File: config.mk
export PLATFORM = sky130hd
export DESIGN_NAME = stage_sequencer
export DESIGN_NICKNAME = d
export VERILOG_FILES = /design/src/rtl/stage_sequencer.sv
export SDC_FILE = /design/constraint.sdc
export NUM_CORES = 1
export LEC_CHECK = 0
export ABC_CLOCK_PERIOD_IN_PS = 4100
export BUFFER_PORTS_ARGS = -buffer_cell sky130_fd_sc_hd__clkbuf_2
export CORE_MARGIN = 4
export CORE_UTILIZATION = 63
export DETAILED_ROUTE_END_ITERATION = 7
export GPL_TIMING_DRIVEN = 0
export PLACE_DENSITY_LB_ADDON = 0.12
export SYNTH_ARGS = -nofsm -noshare
export SYNTH_HDL_FRONTEND = slang
export SYNTH_SLANG_ARGS = --single-unit
File: constraint.sdc
create_clock -name clock -period 4.1 [get_ports clock]
set_input_delay 0.205 -clock clock [delete_from_list [all_inputs] [get_ports clock]]
set_output_delay 0.205 -clock clock [all_outputs]
set_load 0.005 [all_outputs]
File: src/rtl/stage_sequencer.sv
// stage_sequencer
// Start/done sequencer for the frame pipeline. Each stage gets a one-cycle
// start pulse, then owns the shared resources (grant_sel/grant_valid) until
// it reports done or its wait budget runs out. Stages below LOOP_START run
// once after reset. The remaining stages loop, and each pass is aligned to a
// tick from the free-running frame-rate limiter.
module stage_sequencer #(
  parameter int NUM_STAGES   = 4,
  parameter int SEL_W        = 2,
  parameter int LOOP_START   = 1,
  parameter int FRAME_CYCLES = 1700000,
  parameter int CNT_W        = 21,
  parameter int TIMEOUT      = 65535,
  parameter int TO_W         = 16
) (
  input  logic                  clock,
  input  logic                  reset,
  input  logic                  enable,
  input  logic [NUM_STAGES-1:0] stage_done,
  output logic [NUM_STAGES-1:0] stage_start,
  output logic [SEL_W-1:0]      grant_sel,
  output logic                  grant_valid,
  output logic                  frame_tick,
  output logic [15:0]           frame_count,
  output logic                  timeout_err,
  output logic [SEL_W-1:0]      timeout_stage
);

  typedef enum logic [2:0] {
    ST_IDLE  = 3'd0,
    ST_START = 3'd1,
    ST_WAIT  = 3'd2,
    ST_NEXT  = 3'd3,
    ST_HOLD  = 3'd4
  } state_t;

  localparam logic [SEL_W-1:0] LAST_IDX   = SEL_W'(NUM_STAGES - 1);
  localparam logic [SEL_W-1:0] LOOP_IDX   = SEL_W'(LOOP_START);
  localparam logic [SEL_W-1:0] SEL_ONE    = SEL_W'(1);
  localparam logic [CNT_W-1:0] CNT_RELOAD = CNT_W'(FRAME_CYCLES - 1);
  localparam logic [CNT_W-1:0] CNT_ONE    = CNT_W'(1);
  localparam logic [CNT_W-1:0] CNT_ZERO   = CNT_W'(0);
  localparam logic [TO_W-1:0]  TO_LIMIT   = TO_W'(TIMEOUT - 1);
  localparam logic [TO_W-1:0]  TO_ONE     = TO_W'(1);
  localparam logic [TO_W-1:0]  TO_ZERO    = TO_W'(0);

  state_t           state_r;
  logic [SEL_W-1:0] cur_r;
  logic [TO_W-1:0]  to_cnt_r;
  logic [CNT_W-1:0] lim_r;

  // One-hot vector selecting stage idx (all zero for an out-of-range index).
  function automatic logic [NUM_STAGES-1:0] stage_onehot(input logic [SEL_W-1:0] idx);
    logic [NUM_STAGES-1:0] v;
    v = '0;
    for (int i = 0; i < NUM_STAGES; i++) begin
      v[i] = (SEL_W'(i) == idx);
    end
    return v;
  endfunction

  // Done bit of the stage idx only; every other done input is ignored.
  function automatic logic cur_done(input logic [NUM_STAGES-1:0] done_vec,
                                    input logic [SEL_W-1:0]      idx);
    return |(done_vec & stage_onehot(idx));
  endfunction

  // The selected stage is always the current one; cur_r is a register.
  assign grant_sel = cur_r;

  // Frame-rate limiter: free-running down-counter, tick is high exactly
  // while the counter sits at zero, so the tick period is FRAME_CYCLES.
  always_ff @(posedge clock or negedge reset) begin
    if (!reset) begin
      lim_r      <= CNT_RELOAD;
      frame_tick <= 1'b0;
    end else if (lim_r == CNT_ZERO) begin
      lim_r      <= CNT_RELOAD;
      frame_tick <= 1'b0;
    end else begin
      lim_r      <= lim_r - CNT_ONE;
      frame_tick <= (lim_r == CNT_ONE);
    end
  end

  // Sequencer FSM with registered Moore outputs: outputs are loaded together
  // with the state they belong to, so stage_start is high only in START and
  // grant_valid only in WAIT.
  always_ff @(posedge clock or negedge reset) begin
    if (!reset) begin
      state_r       <= ST_IDLE;
      cur_r         <= '0;
      to_cnt_r      <= TO_ZERO;
      stage_start   <= '0;
      grant_valid   <= 1'b0;
      frame_count   <= 16'd0;
      timeout_err   <= 1'b0;
      timeout_stage <= '0;
    end else begin
      stage_start <= '0;
      grant_valid <= 1'b0;
      case (state_r)
        ST_IDLE: begin
          if (enable) begin
            state_r     <= ST_START;
            stage_start <= stage_onehot(cur_r);
          end else begin
            state_r <= ST_IDLE;
          end
        end
        ST_START: begin
          to_cnt_r    <= TO_ZERO;
          state_r     <= ST_WAIT;
          grant_valid <= 1'b1;
        end
        ST_WAIT: begin
          // Done has priority over a timeout landing in the same cycle.
          if (cur_done(stage_done, cur_r)) begin
            state_r <= ST_NEXT;
          end else if (to_cnt_r == TO_LIMIT) begin
            timeout_err   <= 1'b1;
            timeout_stage <= cur_r;
            state_r       <= ST_NEXT;
          end else begin
            to_cnt_r    <= to_cnt_r + TO_ONE;
            grant_valid <= 1'b1;
            state_r     <= ST_WAIT;
          end
        end
        ST_NEXT: begin
          if (cur_r == LAST_IDX) begin
            // End of a pass: rewind to the loop region and wait for a frame.
            cur_r       <= LOOP_IDX;
            frame_count <= frame_count + 16'd1;
            state_r     <= ST_HOLD;
          end else if (enable) begin
            cur_r       <= cur_r + SEL_ONE;
            stage_start <= stage_onehot(cur_r + SEL_ONE);
            state_r     <= ST_START;
          end else begin
            // Paused at a boundary; resumes at the following stage.
            cur_r   <= cur_r + SEL_ONE;
            state_r <= ST_IDLE;
          end
        end
        ST_HOLD: begin
          if (frame_tick && enable) begin
            stage_start <= stage_onehot(cur_r);
            state_r     <= ST_START;
          end else if (frame_tick) begin
            state_r <= ST_IDLE;
          end else begin
            state_r <= ST_HOLD;
          end
        end
        default: begin
          state_r <= ST_IDLE;
          cur_r   <= '0;
        end
      endcase
    end
  end

endmodule
# After elaboration in Yosys (flattened, before gate mapping)
# Cells that the tools add are included.
[word_totals]
register_bits = 67
latch_bits = 0
ramBits = 0
rom_bits = 0
input_bits = 7
output_inout_bits = 27
wordCells = 64
mem_count = 0
[op_classes]
add_sub_neg = 4
mul = 0
div_mod_pow = 0
order_cmp = 0
n_eq_ne = 15
shift = 0
n_mux = 22
bitwise = 2
n_reduce_logical = 11
[op_table]
columns = ["operator", "count"]
rows = [
  ["adder 16 x 1 -> 16 bit, second input constant", 2],
  ["2-to-1 mux 16 bit", 2],
  ["case mux 16 bit (2 select lines)", 1],
  ["== test 21 x 1 -> 1 bit, second input constant", 1],
  ["logical NOT 21 bit", 1],
  ["2-to-1 mux 21 bit", 1],
  ["subtractor 21 x 1 -> 21 bit, second input constant", 1],
  ["== test 16 bit, second input constant", 1],
  ["2-to-1 mux 4 bit", 4],
  ["case mux 3 bit (5 select lines)", 1],
  ["case mux 4 bit (3 select lines)", 1],
  ["2-to-1 mux 3 bit", 3],
  ["== test 2 bit, first input constant", 4],
  ["OR reduction 4 bit", 2],
  ["== test 3 x 2 -> 1 bit, second input constant", 2],
  ["2-to-1 mux 1 bit", 6],
  ["AND reduction 3 bit", 2],
  ["AND 4 bit", 1],
  ["== test 1 x 2 -> 1 bit, first input constant", 2],
  ["logical NOT 2 bit", 2],
  ["inequality test 2 bit, second input constant", 2],
  ["case mux 2 bit (2 select lines)", 1],
  ["== test 3 x 1 -> 1 bit, second input constant", 1],
  ["== test 3 bit, second input constant", 1],
  ["9 further kinds", 9],
]

# Longest topological paths before layout
# Gate-level depths: netlist of run 1.
[depth]
depth_word = 5
ltp_mapped = 8
mapped_depth_nobuf = 7

# Worst setup path after synthesis of run 1
# OpenSTA, ideal clock, no wires.
[synth_path]
path_kind = "register to register"
start = "register cur_r[0], in the netlist grant_sel[0]"
end = "register to_cnt_r[12]"
setup_ns = 0.132
arrival_time_ns = 1.782
t_required_ns = 3.968
setup_slack_ns = 2.186
path_stages_with_launch = 8
path_buffers = 0
synth_period_minus_slack_ns = 1.914
cell_sequence = "dfrtp_1 > inv_1 > ha_1 > a22oi_1 > nand4_1 > and4bb_2 > xnor2_1 > nor2_1"
[synth_between]
elab_chain_len = 5
word_cells_on_any_way = 8
classes_between = "eq/ne: 4; bitwise: 1; reduce/logical: 3"
[synth_lines]
columns = ["element", "line_no", "source"]
rows = [
  ["from (decl)", "48", "logic [SEL_W-1:0] cur_r;"],
  ["from (signal assigned)", "137", "cur_r <= cur_r + SEL_ONE;"],
  ["from (signal assigned)", "142", "cur_r <= cur_r + SEL_ONE;"],
  ["== test 1 x 2 -> 1 bit, or another cell as far along", "57", "v[i] = (SEL_W'(i) == idx);"],
  ["AND 4 bit (*)", "65", "return |(done_vec & stage_onehot(idx));"],
  ["OR reduction 4 bit (*)", "65", ""],
  ["inequality test 2 bit (no line) (*)", "-", ""],
  ["AND reduction 3 bit (no line) (*)", "-", ""],
  ["to (signal assigned)", "125", "to_cnt_r <= to_cnt_r + TO_ONE;"],
  ["to (decl)", "49", "logic [TO_W-1:0] to_cnt_r;"],
]
# Mark *: on every way between the ends. The rest lies on a longest branch, timed or not.
# A chain may end at the register's enable or synchronous reset.

# Final worst setup path of run 1
[layout_path]
start = "register cur_r[0], in the netlist grant_sel[0]"
end = "register to_cnt_r[14]"
# The elaborated chain is that of the path after synthesis.

==> flow_summary.json, run 1 <==
{
  "max-clock-path-buffers": 2,
  "syn_nets": 333,
  "track_usage_pct": 21.9,
  "mappedNetlistArea_um2": 3290,
  "dp_slack_ns": 1.82,
  "arrival_ns": 2.49,
  "fp.dieArea_um2": 6450,
  "syn_inst": 315,
  "synth.avg_cell_area_um2": 10.5,
  "io_pins": 34,
  "drive_gt1_share_pct": 21.2,
  "drc": 0,
  "cts_tree": "done",
  "dieHeight_um": 80.3,
  "ys.warnings.count": 0,
  "layout.nets": 377,
  "max_freq_ghz": 0.437,
  "final_common_cell": "dfrtp_1",
  "r2r-start": "grant_sel[0]",
  "tightestPinTransition_ns": 0.867,
  "routed_wl_mm": 6.25,
  "path_max_fanout": 8,
  "hold_viol": 0,
  "ys_types": 43,
  "ys_seq_area_share_pct": 51.4,
  "cts_hold_buf": 0,
  "grt_setup_unrepaired": "no",
  "max_cap_viol_count": 0,
  "maxSlewViolCount": 0,
  "crit_slowest_cell": "dfrtp_1",
  "antenna_found_initial": 0,
  "drtIter0Drc": 122,
  "clkTransAtPathRegs_ns": 0.08,
  "postCtsSetupBuffers": 0,
  "crit_chain": "inv_1 -> ha_1 -> a22oi_1 -> nand4_1 -> a311oi_1 -> xnor2_1 -> nor2_1",
  "finalCritPeriodShare_pct": 55.9,
  "fin_area_um2": 3820,
  "p_total_mw": 1.82,
  "route.vias.total": 2403,
  "min_path_type": "input port to asynchronous set/reset pin",
  "crit_path_max_incr_delay_ns": 0.45,
  "cts_root_buf": "clkbuf_8",
  "setup_viol": 0,
  "core_um2": 5070,
  "dr.pass1.iters": 5,
  "cts_htree_levels": 3,
  "finalCriticalPeriod_ns": 2.29,
  "startpoint": "grant_sel[0]",
  "grt_max_degree": 68,
  "synth-seq-cells": 67,
  "tns_ns": 0,
  "max_slew_margin_pct": 42.2,
  "grt_overflow": 0,
  "worst-r2r-cell-count": 7,
  "layout_common_cells": "dfrtp_1 (54), nand2_1 (39), clkbuf_2 (33)",
  "numCtsBuffers": 9,
  "r2r_end": "to_cnt_r[14]",
  "synth-edff-count": 0,
  "start_util_pct": 64.9,
  "rrSetupSlack_ns": 1.81,
  "leakage_nw": 1.74,
  "finalWorstSetupSlack_ns": 1.81,
  "dpl.hpwl_mm": 4.17,
  "vdd_drop_max_mv": 0.260,
  "gp_congestion": 0.832,
  "numPortBuffers": 33,
  "die_x_um": 80.3,
  "outcome": "finished clean",
  "critPathKind": "flip-flop to flip-flop",
  "postPlaceCellArea_um2": 3550,
  "post_cts_resized": 0,
  "wire_per_inst_um": 14.4,
  "num_rows": 26,
  "start_kind": "flip-flop",
  "cp-end-kind": "flip-flop",
  "ant_nets": 0,
  "async_flop_share_pct": 100,
  "vias_per_cell": 5.54,
  "clk_latency_ns": 0.34,
  "fin_worst_skew_ns": 0.00778,
  "clkSinkCount": 67,
  "cp.required_ns": 4.30,
  "fin_hold_ws_ns": 0.00920,
  "grt_pass1_wl_mm": 10.9,
  "cellPowerDensity_nw_per_um2": 476,
  "syn2layout_area_growth_pct": 16.1,
  "diodes": 0,
  "synth_top_flop_cell": "dfrtp_1",
  "grt_pass1_vias": 2341
}
==> logic make-up after synthesis <==
kind of cell | after synthesis | synth area share (%)
AND/OR/NAND/NOR | 153 | 26.1
multiplexers | 2 | 0.608
adder cells (fa/ha/maj) | 11 | 4.18
XOR/XNOR | 40 | 10.6
flip-flops | 67 | 51.4
buffers and inverters | 14 | 1.90
AO/OA/AOI/OAI | 28 | 5.20
==> through the flow <==
step | instances | util [%]
floorplan | 315 | -
global placement | 418 | 69.9
detailed placement | 418 | 69.9
CTS | 434 | 75.3
global route | 434 | 75.3
finish | 434 | 75.3
==> Yosys cell counts (4+ instances only) <==
cell      instances  area (um2)
and3_1            6        37.5
xnor2_1          29         254
a21oi_1           5        25.0
nor3_1           12        60.1
ha_1             11         138
nand3b_1          4        30.0
o21ai_0          13        65.1
dfrtp_1          54        1350
nand4_1          15        93.8
nand2b_1          5        31.3
nand3_1          13        65.1
xor2_1           11        96.3
nor2_1           31         116
nand2_1          39         146
inv_1             9        33.8
dfstp_2          13         342
==> worst max-delay path, delay by kind of cell (launching register included) <==
kind,cells,cell delay [ns]
flip-flops,1,0.45
AND/OR/NAND/NOR,2,0.43
AO/OA/AOI/OAI,2,0.77
XOR/XNOR,1,0.16
buffers and inverters,1,0.11
adder cells (fa/ha/maj),1,0.24
==> sequential cells by signal, summed over array words and instances (netlist names) <==
signal and flops:
state_r 3, to_cnt_r 16, frame_tick 1, frame_count 16, lim_r 21, grant_sel 2
stage_start 4, timeout_stage 2, timeout_err 1, grant_valid 1
==> layer usage <==
layer,routed length (um),track usage [%],vias to the layer above
met5,0,0,-
met4,76,8.28,0
met3,273,5.72,9
met2,2940,33.3,59
met1,2960,30.2,1147
li1,-,-,1188
==> area by class of cell <==
class / instances / area (um2)
Buffer: 5 / 28.8
Clock buffer: 10 / 138
Clock inverter: 6 / 136
Fill cell: 356 / 1250
Inverter: 9 / 33.8
Multi-Input combinational cell: 234 / 1540
Sequential cell: 67 / 1690
Tap cell: 70 / 87.6
Timing Repair Buffer: 33 / 168
==> worst max-delay path by stage <==
stage,cells after the start,end,slack [ns]
2_1_floorplan,7,to_cnt_r[12],2.19
3_3_place_gp,7,to_cnt_r[12],1.85
3_5_place_dp,7,to_cnt_r[12],1.82
4_1_cts,7,to_cnt_r[14],1.81
5_1_grt,7,to_cnt_r[14],1.64
6_report,7,to_cnt_r[14],1.81
==> where the power goes <==
| group | switching (mW) | total [mW] | internal (mW) |
|---|---|---|---|
| sequential | 0.0576 | 0.774 | 0.716 |
| combinational | 0.192 | 0.310 | 0.118 |
| clock | 0.252 | 0.735 | 0.483 |
Note: power is estimated with default switching activity, not from simulation.
==> run 2: changes to the inputs <==
--- a/config.mk
+++ b/config.mk
@@ -5,10 +5,11 @@
 export SDC_FILE = /design/constraint.sdc
 export NUM_CORES = 1
 export LEC_CHECK = 0
-export ABC_CLOCK_PERIOD_IN_PS = 4100
+export ABC_AREA = 1
+export ABC_CLOCK_PERIOD_IN_PS = 2350
 export BUFFER_PORTS_ARGS = -buffer_cell sky130_fd_sc_hd__clkbuf_2
 export CORE_MARGIN = 4
-export CORE_UTILIZATION = 63
+export CORE_UTILIZATION = 59
 export DETAILED_ROUTE_END_ITERATION = 7
 export GPL_TIMING_DRIVEN = 0
 export PLACE_DENSITY_LB_ADDON = 0.12
==> constraint.sdc (replaced) <==
create_clock -name clock -period 2.35 [get_ports clock]
set_input_delay 0.1175 -clock clock [delete_from_list [all_inputs] [get_ports clock]]
set_output_delay 0.1175 -clock clock [all_outputs]
set_load 0.005 [all_outputs]
==> run 2 against run 1 <==
Effect of this change: worst setup slack worse by 1.3 ns; die area up 19%; clock power up 58%; non-clock buffer count unchanged; sequential share of layout area down 4.4 points; wire length up 21%; total power up 74%; critical endpoint is now to_cnt_r[5]; largest power group unchanged.
==> flow_summary.json, run 2 <==
{
  "outcome": "finished clean",
  "startpoint": "grant_sel[0]",
  "p_switching_uw": 972,
  "route.vias.total": 3153,
  "grt_overflow": 0,
  "instances_no_fill": 602,
  "syn_nets": 495,
  "critPathCapture": "to_cnt_r[5]",
  "synth_top_area_share_pct": 36.2,
  "track_usage_pct": 22.0,
  "numCtsBuffers": 9,
  "crit_slowest_cell": "dfrtp_1",
  "combPwrFrac_pct": 21.3,
  "synth_area_leader_cell": "dfrtp_1",
  "critPathKind": "flip-flop to flip-flop",
  "core_um2": 6030,
  "dpl.cell_count": 585,
  "tightestPinTransition_ns": 0.885,
  "largest_register_ffs": 21,
  "antenna_found_initial": 0,
  "crit_path_max_incr_delay_ns": 0.43,
  "wire_per_inst_um": 12.6,
  "path_max_fanout": 10,
  "grtUsageMet1_pct": 27.5,
  "grt_pass1_wl_mm": 13.4,
  "numPortBuffers": 33,
  "finalCriticalPeriod_ns": 1.85,
  "clkSinkCount": 67,
  "cp-end-kind": "flip-flop",
  "synth-edff-count": 0,
  "rrSetupSlack_ns": 0.50,
  "top_regs": "lim_r: 21 flops, frame_count: 16 flops, to_cnt_r: 16 flops",
  "syn_inst": 477,
  "leakage_nw": 2.12,
  "fin_hold_ws_ns": 0.156,
  "synth_top_flop_cell": "dfrtp_1",
  "fp.dieArea_um2": 7670,
  "final_util_pct": 70.5,
  "finalCritPeriodShare_pct": 78.7,
  "p_sw_share_pct": 30.6,
  "drc": 0,
  "cp.required_ns": 2.63,
  "max-clock-path-buffers": 2,
  "dpl.hpwl_mm": 5.49,
  "max_freq_ghz": 0.541,
  "drive_gt1_share_pct": 15.9,
  "routed_wl_mm": 7.56,
  "synth_area_leaders": "dfrtp_1 (36%), nand2_1 (13%), dfstp_2 (9.1%)",
  "cellPowerDensity_nw_per_um2": 746,
  "setup_viol": 0,
  "max_slew_margin_pct": 41.0,
  "vias_per_cell": 5.24,
  "final_common_cell": "nand2_1",
  "clkPwrFrac_pct": 36.6,
  "vdd_drop_max_mv": 0.415,
  "mappedNetlistArea_um2": 3740,
  "synth.avg_cell_area_um2": 7.83,
  "crit_chain": "inv_1 -> ha_1 -> nand2_1 -> nand2_1 -> nor2_1 -> nand2_1 -> o21ai_2 -> nand3_1 -> nand2_1",
  "gr-usage-met3_pct": 4.05,
  "grt_max_degree": 68,
  "cts_hold_buf": 1,
  "dieHeight_um": 87.6,
  "grt_setup_unrepaired": "no",
  "seqPwrFrac_pct": 42.1,
  "ys_seq_area_share_pct": 45.3,
  "fin_worst_skew_ns": 0.0115,
  "clkTransAtPathRegs_ns": 0.08,
  "start_kind": "flip-flop",
  "synth-seq-cells": 67,
  "dr.pass1.iters": 4,
  "clk_latency_ns": 0.34,
  "worst-r2r-cell-count": 9,
  "ys.warnings.count": 0,
  "cts_root_buf": "clkbuf_8",
  "maxSlewViolCount": 0,
  "grt_use_met2_pct": 37.7,
  "synth_commonest_cells": "nand2_1 (132), nor2_1 (72), dfrtp_1 (54), inv_1 (50), nand3_1 (40)",
  "drtIter0Drc": 169,
  "cp_common_cell": "nand2_1",
  "top_usage_layer": "met2",
  "tns_ns": 0,
  "num_rows": 28,
  "ant_nets": 0,
  "io_pins": 34,
  "min_path_type": "input port to flip-flop",
  "syn2layout_area_growth_pct": 13.7,
  "multi_input_area_um2": 1820,
  "cts_tree": "done",
  "diodes": 0,
  "ys_types": 35,
  "max_cap_viol_count": 0,
  "die_x_um": 87.6,
  "hold_viol": 0,
  "gp_congestion": 0.932,
  "r2r-start": "grant_sel[0]",
  "postCtsSetupBuffers": 0,
  "p_int_mw": 2.20,
  "grt_pass1_vias": 3057,
  "r2r_end": "to_cnt_r[5]",
  "post_cts_resized": 0,
  "yosysMostFrequentCell": "nand2_1",
  "regMostFlops": "lim_r",
  "layout.nets": 540,
  "async_flop_share_pct": 100,
  "start_util_pct": 62.0,
  "fillCellCount": 502,
  "layout_common_cells": "nand2_1 (132), nor2_1 (72), dfrtp_1 (54)",
  "seq_area_um2": 1690,
  "arrival_ns": 2.13,
  "cts_htree_levels": 3
}
==> run 2: final cells by class <==
| type | instances | share of cell area [%] |
|---|---|---|
| buffer | 4 | 0.736 |
| clock buffer | 11 | 3.33 |
| tap | 75 | 2.21 |
| timing repair buffer | 34 | 4.18 |
| inverter | 52 | 4.59 |
| multi-input combinational | 354 | 42.8 |
| clock inverter | 5 | 2.36 |
| sequential | 67 | 39.8 |
==> run 2: how the worst min path moves through the flow <==
stage                startpoint             end  depth (start not counted)
CTS                      enable      state_r[0]                          3
global route             enable      state_r[0]                          3
global placement    timeout_err     timeout_err                          2
detailed placement        reset  stage_start[3]                          1
floorplan                 reset  frame_count[0]                          0
finish                   enable      state_r[0]                          3
==> run 2: per-stage QoR <==
step	power, mW	instance area (um2)	worst slack (ns)
floorplan	1.81	3740	0.689
global placement	2.01	4000	0.547
detailed placement	2.04	4000	0.520
CTS	3.21	4250	0.477
global route	3.35	4250	0.264
finish	3.17	4250	0.501
==> run 2: power groups by stage <==
stage          registers [mW]  logic (mW)  clock network, mW
2_1_floorplan            1.34       0.471                  0
3_3_place_gp             1.35       0.666                  0
3_5_place_dp             1.35       0.687                  0
4_1_cts                  1.33       0.690               1.18
5_1_grt                  1.35       0.761               1.24
6_report                 1.33       0.675               1.16
==> run 2: kinds of logic (layout without fill, tap and decap cells) <==
group	count (synthesis)	count (layout)	synth area share [%]
DFF	67	67	45.3
AOI/OAI and AO/OA	34	34	5.29
adders and majority gates	11	11	3.68
and+or+nand+nor	284	284	33.8
xor gates and xnor gates	25	25	5.86
buffers and inverters	56	106	6.06
==> run 2: metal layers <==
layer  share of wire [%]  vias up
met5                   0        -
met1                  46     1459
met3                 4.4        9
met2                  49       69
met4                 1.1        0
li1                    -     1616
==> run 2: critical path: cells and delay by family (launching register included) <==
| kind | cells | cell delay (ns) |
|---|---|---|
| adder cells (fa/ha/maj) | 1 | 0.23 |
| AND/OR/NAND/NOR | 6 | 0.63 |
| flip-flops | 1 | 0.43 |
| AO/OA/AOI/OAI | 1 | 0.37 |
| buffers and inverters | 1 | 0.12 |
